## config.mk

```make
export PLATFORM = sky130hd
export DESIGN_NAME = ford_lamp_sequencer
export DESIGN_NICKNAME = d
export VERILOG_FILES = /design/src/rtl/ford_lamp_pkg.sv /design/src/rtl/lamp_tick_gen.sv /design/src/rtl/ford_lamp_sequencer.sv
export SDC_FILE = /design/constraint.sdc
export NUM_CORES = 1
export LEC_CHECK = 0
export ABC_AREA = 1
export CORE_MARGIN = 2
export CORE_UTILIZATION = 45
export DETAILED_ROUTE_END_ITERATION = 8
export PLACE_DENSITY = 0.69
export SLEW_MARGIN = 20
export SYNTH_ARGS = -nofsm -noshare
export SYNTH_HDL_FRONTEND = slang
export SYNTH_SLANG_ARGS = --single-unit
```

## constraint.sdc

```tcl
create_clock -name clka -period 2.2 [get_ports clka]
set_input_delay 0.55 -clock clka [delete_from_list [all_inputs] [get_ports clka]]
set_output_delay 0.55 -clock clka [all_outputs]
set_load 0.05 [all_outputs]
```

## src/rtl/ford_lamp_pkg.sv

```systemverilog
// Shared state encoding and lamp step patterns for the tail-lamp sequencer.
package ford_lamp_pkg;

  typedef enum logic [2:0] {
    ST_IDLE  = 3'd0,
    ST_ERR   = 3'd1,
    ST_SEQ_L = 3'd2,
    ST_SEQ_R = 3'd3,
    ST_HAZ   = 3'd4
  } state_t;

  localparam logic [2:0] LAMPS_ON  = 3'b111;
  localparam logic [2:0] LAMPS_OFF = 3'b000;

  // Element n is the pattern for step n; the sweep grows outward from the inner lamp.
  localparam logic [3:0][2:0] L_PAT = {3'b111, 3'b011, 3'b001, 3'b000};
  localparam logic [3:0][2:0] R_PAT = {3'b111, 3'b110, 3'b100, 3'b000};

endpackage

```

## src/rtl/lamp_tick_gen.sv

```systemverilog
// Step prescaler: emits a one-cycle tick every TICK_DIV cycles, restartable via clr.
module lamp_tick_gen #(
  parameter int unsigned TICK_DIV = 4
) (
  input  logic clka,
  input  logic RESTART_N,
  input  logic clr,
  output logic tick
);

  logic [7:0] cnt;

  assign tick = (cnt == 8'(TICK_DIV - 1));

  always_ff @(posedge clka or negedge RESTART_N) begin
    if (!RESTART_N) begin
      cnt <= '0;
    end else if (clr || tick) begin
      cnt <= '0;
    end else begin
      cnt <= cnt + 8'd1;
    end
  end

endmodule

```

## src/rtl/ford_lamp_sequencer.sv

```systemverilog
// Tail-lamp sequencer: brake, left/right sweep, hazard flash and conflicting-request error.
module ford_lamp_sequencer
  import ford_lamp_pkg::*;
#(
  parameter int unsigned TICK_DIV = 4
) (
  input  logic       clka,
  input  logic       RESTART_N,
  input  logic       BRAKE,
  input  logic       LEFT,
  input  logic       RIGHT,
  input  logic       HAZARD,
  output logic [2:0] L,
  output logic [2:0] R,
  output logic       ERROR,
  output logic       BUSY,
  output logic [2:0] p_state
);

  state_t     state, state_n;
  logic [1:0] step, step_n;
  logic       tick, clr;
  logic [2:0] l_n, r_n;
  logic       err_n, busy_n;
  logic [2:0] brake_lamps;

  lamp_tick_gen #(.TICK_DIV(TICK_DIV)) u_tick (
    .clka      (clka),
    .RESTART_N (RESTART_N),
    .clr       (clr),
    .tick      (tick)
  );

  assign brake_lamps = BRAKE ? LAMPS_ON : LAMPS_OFF;
  assign p_state     = state;

  always_comb begin
    state_n = state;
    case (state)
      ST_IDLE: begin
        if (HAZARD)              state_n = ST_HAZ;
        else if (LEFT && RIGHT)  state_n = ST_ERR;
        else if (LEFT)           state_n = ST_SEQ_L;
        else if (RIGHT)          state_n = ST_SEQ_R;
      end
      ST_ERR:   state_n = (LEFT && RIGHT) ? ST_ERR : ST_IDLE;
      ST_SEQ_L, ST_SEQ_R: begin
        if (HAZARD)                    state_n = ST_HAZ;
        else if (tick && step == 2'd3) state_n = ST_IDLE;
      end
      ST_HAZ:   if (!HAZARD) state_n = ST_IDLE;
      default:  state_n = ST_IDLE;
    endcase
  end

  // Any state change restarts both the prescaler and the step count.
  assign clr = (state_n != state);

  always_comb begin
    step_n = step;
    if (clr)       step_n = 2'd0;
    else if (tick) step_n = step + 2'd1;
  end

  // Outputs are decoded from the upcoming state so they change on the same edge.
  always_comb begin
    l_n    = LAMPS_OFF;
    r_n    = LAMPS_OFF;
    err_n  = 1'b0;
    busy_n = 1'b0;
    case (state_n)
      ST_IDLE: begin
        l_n = brake_lamps;
        r_n = brake_lamps;
      end
      ST_ERR:   err_n = 1'b1;
      ST_SEQ_L: begin
        l_n    = L_PAT[step_n];
        r_n    = brake_lamps;
        busy_n = 1'b1;
      end
      ST_SEQ_R: begin
        l_n    = brake_lamps;
        r_n    = R_PAT[step_n];
        busy_n = 1'b1;
      end
      ST_HAZ: begin
        l_n    = step_n[0] ? LAMPS_OFF : LAMPS_ON;
        r_n    = step_n[0] ? LAMPS_OFF : LAMPS_ON;
        busy_n = 1'b1;
      end
      default: ;
    endcase
  end

  always_ff @(posedge clka or negedge RESTART_N) begin
    if (!RESTART_N) begin
      state <= ST_IDLE;
      step  <= 2'd0;
      L     <= LAMPS_OFF;
      R     <= LAMPS_OFF;
      ERROR <= 1'b0;
      BUSY  <= 1'b0;
    end else begin
      state <= state_n;
      step  <= step_n;
      L     <= l_n;
      R     <= r_n;
      ERROR <= err_n;
      BUSY  <= busy_n;
    end
  end

endmodule

```

Word level (Yosys, flattened, before mapping) --
Index checks and enable logic that the tools add are counted.
Operators by class: add/sub/neg operators 2, $lt $le $gt $ge 1, equality and inequality tests 11, mux-type cells 22, reductions and logical operators 9
Operators with widths (number):
- $mux 3 | 11
- $pmux 3 s3 | 2
- $bmux 3 s2 | 2
- $eq 3x2->1 const B | 4
- $pmux 3 s4 | 1
- $add 8x1->8 const B | 1
- $eq 8x2->1 const B | 1
- $mux 8 | 1
- $eq 3x1->1 const B | 2
- $eq 3x3->1 const B | 2
- $logic_not 3->1 | 2
- $reduce_or 2->1 | 3
- $mux 2 | 2
- $lt 2x3->1 const B | 1
- $mux 1 | 3
- $ne 3x3->1 | 1
- $reduce_or 3->1 | 1
- $add 2x1->2 const B | 1
- $eq 2x2->1 const B | 1
- $logic_and 1x1->1 | 2
- $logic_or 1x1->1 | 1
Word-level totals: register bits after elaboration 21, bits of input ports 6, logic and storage cells 52

Logic depth before layout (Yosys ltp) --
depth in word-level cells 10, mapped depth 12, gate-level depth less buffers 12

Cells and area by module --
A second synthesis with hierarchy kept.
Unflattened totals: cells, all modules 142, area, all modules 1212.4 um^2
By module, submodules not included:
- ford_lamp_sequencer | times used 1, cells each 83, area an instance 758.2 um^2, sequential area each 325.3 um^2
- lamp_tick_gen | times used 1, cells each 59, area an instance 454.2 um^2, sequential area each 200.2 um^2

Worst setup path after synthesis --
Ideal clock, no wire load.
path kind reg2reg, start register state[1] (netlist: p_state[1]), end register L[0], setup time 123 ps, data arrival time 1669 ps, required time 2077 ps, setup slack 408 ps, stages on the path, launching flop included 11, path buffers 0, cells stage by stage dfrtp_1 nor2_1 nand4_1 nand2_1 inv_1 nand3_2 nand2_1 nor2_1 nand3_2 a21oi_2 nand2_1
Between the ends: longest elaborated chain between the ends 10
RTL lines:
- start: declaration | RTL line ford_lamp_sequencer.sv:20 | state_t state, state_n;
- start signal: assignment | RTL line ford_lamp_sequencer.sv:105 | state <= state_n;
- $mux 3 | RTL line ford_lamp_sequencer.sv:44 | else if (RIGHT) state_n = ST_SEQ_R;
- $mux 3 | RTL line ford_lamp_sequencer.sv:43 | else if (LEFT) state_n = ST_SEQ_L;
- $mux 3 | RTL line ford_lamp_sequencer.sv:42 | else if (LEFT && RIGHT) state_n = ST_ERR;
- $mux 3 | RTL line ford_lamp_sequencer.sv:41 | if (HAZARD) state_n = ST_HAZ;
- $pmux 3 s4 | RTL line ford_lamp_sequencer.sv:39 | case (state)
- $ne 3x3->1 | RTL line ford_lamp_sequencer.sv:57 | assign clr = (state_n != state);
- $mux 2 | RTL line ford_lamp_sequencer.sv:61 | if (clr) step_n = 2'd0;
- $bmux 3 s2 | RTL line ford_lamp_sequencer.sv:78 | l_n = L_PAT[step_n];
- $mux 3 (not written as such) | RTL line ford_lamp_sequencer.sv:78
- $pmux 3 s3 (*) | RTL line ford_lamp_sequencer.sv:71 | case (state_n)
- net l_n[0] | RTL line ford_lamp_sequencer.sv:23 | logic [2:0] l_n, r_n;
- end signal: assignment | RTL line ford_lamp_sequencer.sv:107 | L <= l_n;
- end: declaration | RTL line ford_lamp_sequencer.sv:13 | output logic [2:0] L,
Mark *: on every way through the listed nets, which the timed path passes. The rest lies on a longest branch. The select of a mux whose other input is x is not followed.

Worst setup path in the final report --
start register state[0] (netlist: p_state[0]), end output p_state[0]
RTL lines:
- end: declaration | RTL line ford_lamp_sequencer.sv:17 | output logic [2:0] p_state
No word-level cell between the ends.

==> impl_metrics.py <==
metrics = {
    "status": {
        "outcome": "finished clean",
    },
    "grt": {
        "grt-ovfl-total": 0,
        "grt_pass1_vias": 868,
        "grt_pass1_wl_um": 3430,
        "antenna_found_initial": 0,
        "grt_util_met2_pct": 29.4,
        "top_usage_layer": "met2",
        "grtUsageMet3_pct": 3.11,
        "grt_usage_pct": 16.5,
        "grt_max_degree": 22,
        "grt.met1_usage_pct": 19.9,
    },
    "yosys": {
        "synth_top_area_share_pct": 47.7,
        "syn_nets": 138,
        "yosys-top-cells-area": "dfrtp_1 (48%), nand2_1 (9.9%), inv_1 (6.1%)",
        "synth_edf_count": 0,
        "ys_warn_count": 0,
        "synth-seq-cells": 21,
        "async_flop_share_pct": 100,
        "ys_types": 27,
        "synthCells": 130,
        "syn-cell-area_um2": 1100,
        "yosysTopAreaCell": "dfrtp_1",
        "syn_area_per_cell_um2": 8.47,
        "ys_seq_area_share_pct": 47.7,
        "synthFlopType": "dfrtp_1",
    },
    "worst_setup_path": {
        "cp_cell_sequence": "clkdlybuf4s50_1",
        "slowest_delay_ns": 0.84,
        "cp.required_ns": 1.65,
        "cp_max_fo": 5,
        "critPathKind": "reg -> out",
        "cp-startpoint": "p_state[0]",
        "crit_family": "buffers and inverters",
        "slowest_stage": "clkdlybuf4s50_1",
        "start_kind": "flip-flop",
        "timing.critical_path.buf_inv": 1,
        "worstPathArrival_ns": 1.60,
        "rr_startpoint": "u_tick.cnt[0]",
        "crit_path_end_kind": "primary output",
    },
    "sta": {
        "timing.hold.ws_ns": 0.469,
        "final_max_slew_viol_count": 0,
        "hold_viol": 0,
        "worstMarginPinSlew_ns": 0.503,
        "post-route-period-util_pct": 97.7,
        "max_freq_ghz": 0.465,
        "layout_min_cycle_time_ns": 2.15,
        "finClkSkew_ns": 0.00889,
        "setup_viol": 0,
        "slew_headroom_pct": 66.4,
        "rsz0062_at_grt": "no",
    },
    "finish": {
        "antenna_cells": 0,
        "layout.nets": 162,
        "filler_cell_count": 199,
        "ff_latch_area_um2": 526,
        "final_util_pct": 59.8,
        "multi_input_area_um2": 504,
        "fin_cells": 181,
        "drive_gt1_share_pct": 17.0,
        "final_area_um2": 1350,
        "area_delta_synth_final_pct": 22.5,
    },
    "power": {
        "p_per_area_nw_per_um2": 812,
        "p_sw_w": 0.000447,
        "p_int_w": 0.000648,
        "p_seq_share_pct": 42.8,
        "irDropWorstVdd_uv": 458,
        "swShare_pct": 40.8,
        "p_leak_nw": 0.667,
        "power_frac_comb_pct": 40.8,
        "clkPwrFrac_pct": 16.4,
    },
    "detailed_routing": {
        "drcViolationCount": 0,
        "drt-initial-drc-count": 20,
        "dr.pass1.iters": 4,
        "viasPerCell": 4.98,
        "wl_per_cell_um": 11.2,
        "postRouteWirelength_um": 2030,
        "vias": 901,
        "ant_nets": 0,
    },
    "hold_path": {
        "hold_path_class": "reg -> reg",
        "hold_path_startpoint": "u_tick.cnt[0]",
    },
    "placement": {
        "numPortBuffers": 16,
        "place_area_um2": 1320,
        "dp_cells": 177,
        "hpwl_um": 1600,
        "gp_congestion": 0.814,
    },
    "floorplan": {
        "rows": 17,
        "dieArea_um2": 2860,
        "core_um2": 2250,
        "fp.dieW_um": 53.5,
        "io_pins": 17,
        "die_h_um": 53.5,
        "start_util_pct": 48.8,
    },
    "cts": {
        "cts_tree": "yes",
        "cts-root-buf": "clkbuf_4",
        "cts_sinks": 21,
        "clk_path_buf_depth": 2,
        "worstSkewPairLatency_ns": 0.29,
        "htree_levels": 1,
        "cts_buffers": 3,
        "clk_pin_slew_worst_paths_ns": 0.12,
    },
    "job": {
        "max_cap_viol_count": 0,
    },
}
cell usage after synthesis, types with 2 or more instances:
| cell | instances |
|---|---|
| a21oi_1 | 3 |
| a21oi_2 | 3 |
| dfrtp_1 | 21 |
| ha_1 | 2 |
| inv_1 | 18 |
| nand2_1 | 29 |
| nand2_2 | 2 |
| nand3_1 | 6 |
| nand3_2 | 2 |
| nand4_1 | 4 |
| nor2_1 | 15 |
| nor2_2 | 3 |
| nor3_1 | 3 |
| nor3_2 | 2 |
| o211ai_1 | 2 |
| o21ai_1 | 2 |
| xor2_1 | 3 |
power by group through the flow:
| stage | Sequential (W) | Combinational, W | Clock (W) |
|---|---|---|---|
| floorplan | 0.000610 | 0.000174 | 0 |
| global placement | 0.000475 | 0.000441 | 0 |
| detailed placement | 0.000477 | 0.000450 | 0 |
| CTS | 0.000469 | 0.000451 | 0.000188 |
| global route | 0.000476 | 0.000485 | 0.000209 |
| finish | 0.000469 | 0.000447 | 0.000180 |
placed cells by master, fill, tap and decap left out, drive strengths merged, types with 2 or more instances in the layout:
cell,count
a21oi,6
buf,3
clkbuf,3
clkdlybuf4s50,15
dfrtp,21
ha,2
inv,19
nand2,32
nand3,8
nand4,4
nor2,19
nor3,5
o211ai,2
o21ai,4
xor2,3
worst reg2reg max path, delay by kind of cell, from the launching register on:
| family | cells | cell delay (ns) |
|---|---|---|
| AND/OR/NAND/NOR | 9 | 0.92 |
| flip-flops | 1 | 0.39 |
| adder cells (fa/ha/maj) | 1 | 0.23 |
| AO/OA/AOI/OAI | 2 | 0.21 |
through the flow:
| stage | total power [W] | TNS, ns | setup slack, ns |
|---|---|---|---|
| after global routing | 0.00117 | 0 | 0.0153 |
| after floorplan | 0.000784 | 0 | 0.408 |
| after CTS | 0.00111 | 0 | 0.0302 |
| after global placement | 0.000916 | 0 | 0.0415 |
| after detailed placement | 0.000927 | -0.131 | -0.0419 |
| final | 0.00110 | 0 | 0.0499 |
repair_timing:
action / 4_1_cts / 5_1_grt
setup buffers: 0 / 0
endpoints found under the setup margin: 0 / 1
hold endpoints to repair: 0 / 0
hold buffers: 0 / 0
resized for setup: 0 / 1
cell families after synthesis:
logic type / count (synthesis) / share of synthesized area [%]
adders and majority gates: 2 / 2.27
xor gates and xnor gates: 4 / 3.86
DFF: 21 / 47.7
AOI/OAI and AO/OA: 13 / 7.84
and+or+nand+nor: 71 / 31.8
buffers and inverters: 19 / 6.48
worst paths after layout:
kind | to | slack (ns) | depth (start not counted)
setup / recovery | p_state[0] | 0.05 | 1
hold / removal | u_tick.cnt[0] | 0.47 | 1
setup reg to reg | L[0] | 0.36 | 12
hold reg to reg | u_tick.cnt[0] | 0.47 | 1
max in group asynchronous | u_tick.cnt[2] | 1.41 | 2
min in group asynchronous | u_tick.cnt[6] | 0.58 | 2
per-layer routing:
layer  up-vias  wire length [um]
li1        462                 -
met1       420               910
met2        15              1010
met3         4                84
met4         0                28
met5         -                 0
sequential cells by signal, summed over array words and instances, names as in the netlist:
| register | flops |
|---|---|
| step | 2 |
| L | 3 |
| u_tick.cnt | 8 |
| p_state | 3 |
| ERROR | 1 |
| R | 3 |
| BUSY | 1 |
area by class of cell:
class	count	area share, %
inverter	19	5.29
sequential	21	39.0
clock inverter	1	0.371
timing repair buffer	19	13.7
multi-input combinational	90	37.4
tap	28	2.60
clock buffer	3	1.67
No activity file was read; power rests on OpenSTA's default activity.
